File: config.mk
export PLATFORM = sky130hd
export DESIGN_NAME = message_collector
export DESIGN_NICKNAME = d
export VERILOG_FILES = /design/src/rtl/message_collector.sv
export SDC_FILE = /design/constraint.sdc
export NUM_CORES = 1
export LEC_CHECK = 0
export BUFFER_PORTS_ARGS = -buffer_cell sky130_fd_sc_hd__buf_2
export CAP_MARGIN = 15
export CORE_ASPECT_RATIO = 0.8
export CORE_UTILIZATION = 40
export DETAILED_ROUTE_END_ITERATION = 8
export PLACE_DENSITY = 0.65
export SYNTH_ARGS = -nofsm -noshare
export SYNTH_HDL_FRONTEND = slang
export SYNTH_SLANG_ARGS = --single-unit
File: constraint.sdc
create_clock -name clk -period 2.5 [get_ports clk]
set_input_delay 0.375 -clock clk [delete_from_list [all_inputs] [get_ports clk]]
set_output_delay 0.375 -clock clk [all_outputs]
set_load 0.02 [all_outputs]
File: src/rtl/message_collector.sv
// Collects decrypted characters until the end-of-message terminator, then drains
// the buffered message to a valid/ready consumer with last/length side-band.
module message_collector #(
  parameter int                DWIDTH   = 8,
  parameter int                DEPTH    = 32,
  parameter logic [DWIDTH-1:0] END_CHAR = DWIDTH'(8'hFA)
) (
  input  logic                       clk,
  input  logic                       rst,
  input  logic [DWIDTH-1:0]          data_i,
  input  logic                       valid_i,
  output logic [DWIDTH-1:0]          data_o,
  output logic                       valid_o,
  input  logic                       ready_i,
  output logic                       last_o,
  output logic [$clog2(DEPTH):0]     len_o,
  output logic                       busy,
  output logic                       error,
  input  logic                       err_clr
);
  localparam int AW = $clog2(DEPTH);
  localparam int CW = AW + 1;

  typedef enum logic [1:0] {IDLE, COLLECT, DRAIN} state_t;

  state_t            state, state_nxt;
  logic [DWIDTH-1:0] mem [DEPTH];
  // count doubles as the write pointer: characters are stored densely from 0
  logic [CW-1:0]     count;
  logic [CW-1:0]     rd_ptr;
  logic [CW-1:0]     len_q;

  logic is_term, full, xfer, done;
  logic wr_en, drop, latch;

  assign is_term = (data_i == END_CHAR);
  assign full    = (count == CW'(DEPTH));
  assign valid_o = (state == DRAIN);
  assign busy    = valid_o;
  assign last_o  = valid_o && (rd_ptr == len_q - CW'(1));
  assign xfer    = valid_o && ready_i;
  assign done    = xfer && last_o;
  assign data_o  = valid_o ? mem[rd_ptr[AW-1:0]] : '0;
  assign len_o   = valid_o ? len_q : '0;

  always_comb begin
    state_nxt = state;
    wr_en     = 1'b0;
    drop      = 1'b0;
    latch     = 1'b0;
    case (state)
      IDLE: begin
        if (valid_i && !is_term) begin
          wr_en     = 1'b1;
          state_nxt = COLLECT;
        end
      end
      COLLECT: begin
        if (valid_i) begin
          if (is_term) begin
            latch     = 1'b1;
            state_nxt = DRAIN;
          end else if (full) begin
            drop = 1'b1;
          end else begin
            wr_en = 1'b1;
          end
        end
      end
      DRAIN: begin
        drop = valid_i;
        if (done) state_nxt = IDLE;
      end
      default: state_nxt = IDLE;
    endcase
  end

  always_ff @(posedge clk) begin
    if (rst) begin
      state  <= IDLE;
      count  <= '0;
      rd_ptr <= '0;
      len_q  <= '0;
      error  <= 1'b0;
    end else begin
      state <= state_nxt;
      if (wr_en) count  <= count + CW'(1);
      if (latch) len_q  <= count;
      if (xfer)  rd_ptr <= rd_ptr + CW'(1);
      if (done) begin
        count  <= '0;
        rd_ptr <= '0;
        len_q  <= '0;
      end
      // a new drop outranks a simultaneous clear
      if (drop)         error <= 1'b1;
      else if (err_clr) error <= 1'b0;
    end
  end

  // buffer storage carries no reset; stale contents are never read
  always_ff @(posedge clk) begin
    if (wr_en) mem[count[AW-1:0]] <= data_i;
  end

endmodule
==> impl_metrics.yaml <==
status:
  status: "complete, but fails checks"
  violations: "negative setup slack"
timing:
  hold_ws_ps: 74.4
  slew_violations: 0
  worst_pin_slew_ps: 1070
  finalCritPeriodShare_pct: 120
  rsz0062_at_grt: "true"
  finalSetupViolations: 8
  clock_skew_ps: 20.1
  relSlewSlack_pct: 28.7
  setup_ws_ps: -499
  period_minus_slack_ps: 3000
  fmax_mhz: 333
  finalHoldViolations: 0
yosys:
  async_reset_ff_share_pct: 0
  yosysSeqAreaShare_pct: 72.5
  synth_cells: 562
  synthesis.nets: 584
  ys_ff_latch: 282
  ys.flop_type: "edfxtp_1"
  synth.avg_cell_area_um2: 20.2
  ys_warn_count: 0
  netlist_area_um2: 11300
  synth_cell_types: 47
  synth_edf_count: 256
setup_path:
  path_cells: "buf_12 -> buf_12 -> mux4_2 -> mux4_2 -> a22o_1 -> buf_6"
  cp.arrival_ps: 2620
  critPathLaunchType: "flip-flop"
  end_kind: "primary output"
  critical_path_required_ps: 2120
  crit_buf_inv: 3
  criticalPathCategory: "flip-flop to primary output"
  cp_max_fo: 6
  cp_top_family: "multiplexers"
  cpPeakStageDelay_ps: 520
  cp_slowest_cell: "mux4_2"
floorplan:
  num_rows: 54
  initial_core_util_pct: 41.1
  core_um2: 27600
  die-height_um: 152
  die_area_um2: 29000
  die_w_um: 190
  ios: 31
cts:
  clkTransAtPathRegs_ps: 60
  cts_tree: "done"
  clk_latency_ps: 550
  cts_num_sinks: 282
  cts_made_buffers: 27
  clock_tree.buffer_depth: 3
  htreeDepth: 1
  cts_root_buf: "clkbuf_16"
routing:
  vias_per_cell: 5.48
  drc: 0
  drt_first_iter_violations: 623
  wl_per_cell_um: 23.8
  dr.pass1.iters: 5
  vias: 5753
  routed_wl_um: 25000
  antenna_left: 0
cells_and_area:
  syn2layout_area_growth_pct: 18.8
  layout.cells.non_filler: 1049
  layout_commonest_cell: "edfxtp_1"
  final_core_util_pct: 48.8
  antenna_cells: 0
  finalNetCount: 687
  layout_common_cells: "256 x edfxtp_1, 78 x mux4_2, 53 x buf_4"
  drive_gt1_share_pct: 35.2
placement:
  port_buffers: 30
  gp_congestion: 0.792
  post-place-ws_ps: -35.4
  placed_cells: 991
  place_hpwl_um: 15600
grt:
  antenna_found_initial: 0
  grt_pass1_vias: 5986
  gr-total-overflow: 0
  grt_pass1_wl_um: 37800
  track_usage_pct: 17.7
  grt_max_degree: 43
job:
  drv_cap: 0
power:
  power_density_nw_per_um2: 727
  leakage_nw: 4.35
  p_total_mw: 9.78
  max-vdd-ir-drop_uv: 512
worst_hold_path:
  hold_class: "primary input to flip-flop"
-- synthesized netlist by cell type, types with 2 or more instances --
library cell / number / area, µm²
a21oi_1: 6 / 30.0
a22o_1: 8 / 70.1
and2_1: 6 / 37.5
buf_1: 5 / 18.8
buf_2: 5 / 25.0
buf_4: 4 / 30.0
buf_6: 5 / 56.3
clkbuf_1: 8 / 30.0
dfxtp_1: 26 / 521
edfxtp_1: 256 / 7690
ha_1: 9 / 113
inv_1: 13 / 48.8
mux2i_1: 6 / 60.1
mux4_1: 20 / 526
mux4_2: 60 / 1350
nand2_1: 11 / 41.3
nand2b_1: 3 / 18.8
nand3_1: 3 / 15.0
nand3b_1: 2 / 15.0
nand4_1: 3 / 18.8
nor2_1: 54 / 203
nor3_1: 2 / 10.0
nor4_1: 2 / 12.5
o21ai_0: 4 / 20.0
or2_2: 4 / 25.0
or3b_2: 2 / 17.5
xnor2_1: 10 / 87.6
xor2_1: 6 / 52.6
-- final cells by class --
cell class	count	area, µm²
tap	364	455
fill	2226	14100
inverter	13	48.8
timing repair buffer	101	986
sequential	282	8220
multi-input combinational	240	2880
clock inverter	12	148
clock buffer	37	713
-- sequential cells by signal, indices dropped and copies added, names as in the netlist, named ones only --
register,flops
count,6
state,2
error,1
len_q,6
rd_ptr,6
mem,256
-- timing repair --
item	CTS	global route
setup buffers	4	0
gates cloned	3	3
hold buffers	0	0
pin swaps	1	4
endpoints found under the hold margin	0	0
endpoints found under the setup margin	9	41
gates resized for setup	27	32
-- through the flow --
stage	instance area, µm²	TNS [ps]
2_1_floorplan	11300	0
3_3_place_gp	12400	0
3_5_place_dp	12400	-54.7
4_1_cts	13400	-4240
5_1_grt	13500	-4390
6_report	13500	-3910
-- cell families (layout without fill, tap and decap cells) --
family,count (synthesis),count (layout),synth area share [%]
adders and majority gates,9,9,0.994
AOI/OAI and AO/OA,31,31,2.09
muxes,86,86,17.1
buffers and inverters,40,163,1.85
xor gates and xnor gates,17,17,1.45
DFF,282,282,72.5
and+or+nand+nor,97,97,4.04
-- layer usage --
layer / up-vias / GRT usage, % / wire length (µm)
met5: - / 0 / 0
met4: 0 / 4.07 / 520
met3: 33 / 4.31 / 2120
met2: 228 / 26.8 / 11300
met1: 3007 / 26.0 / 11100
li1: 2485 / - / -
-- power breakdown --
part           switching (mW)  internal (mW)  leakage, nW
clock network            1.67           2.31        0.423
registers              0.0361           5.23         2.52
logic                   0.339          0.186         1.40
total                    2.05           7.73         4.35
-- path summary, 6_finish.rpt --
| path | startpoint | to | slack (ps) | cells after the start |
|---|---|---|---|---|
| max reg2reg | count[1] | mem[21][4] | 210 | 9 |
| min | rst | error | 70 | 2 |
| min reg2reg | error | error | 500 | 2 |
| max | flip-flop | data_o[1] | -500 | 6 |
Power figures use the tool's default switching activity.
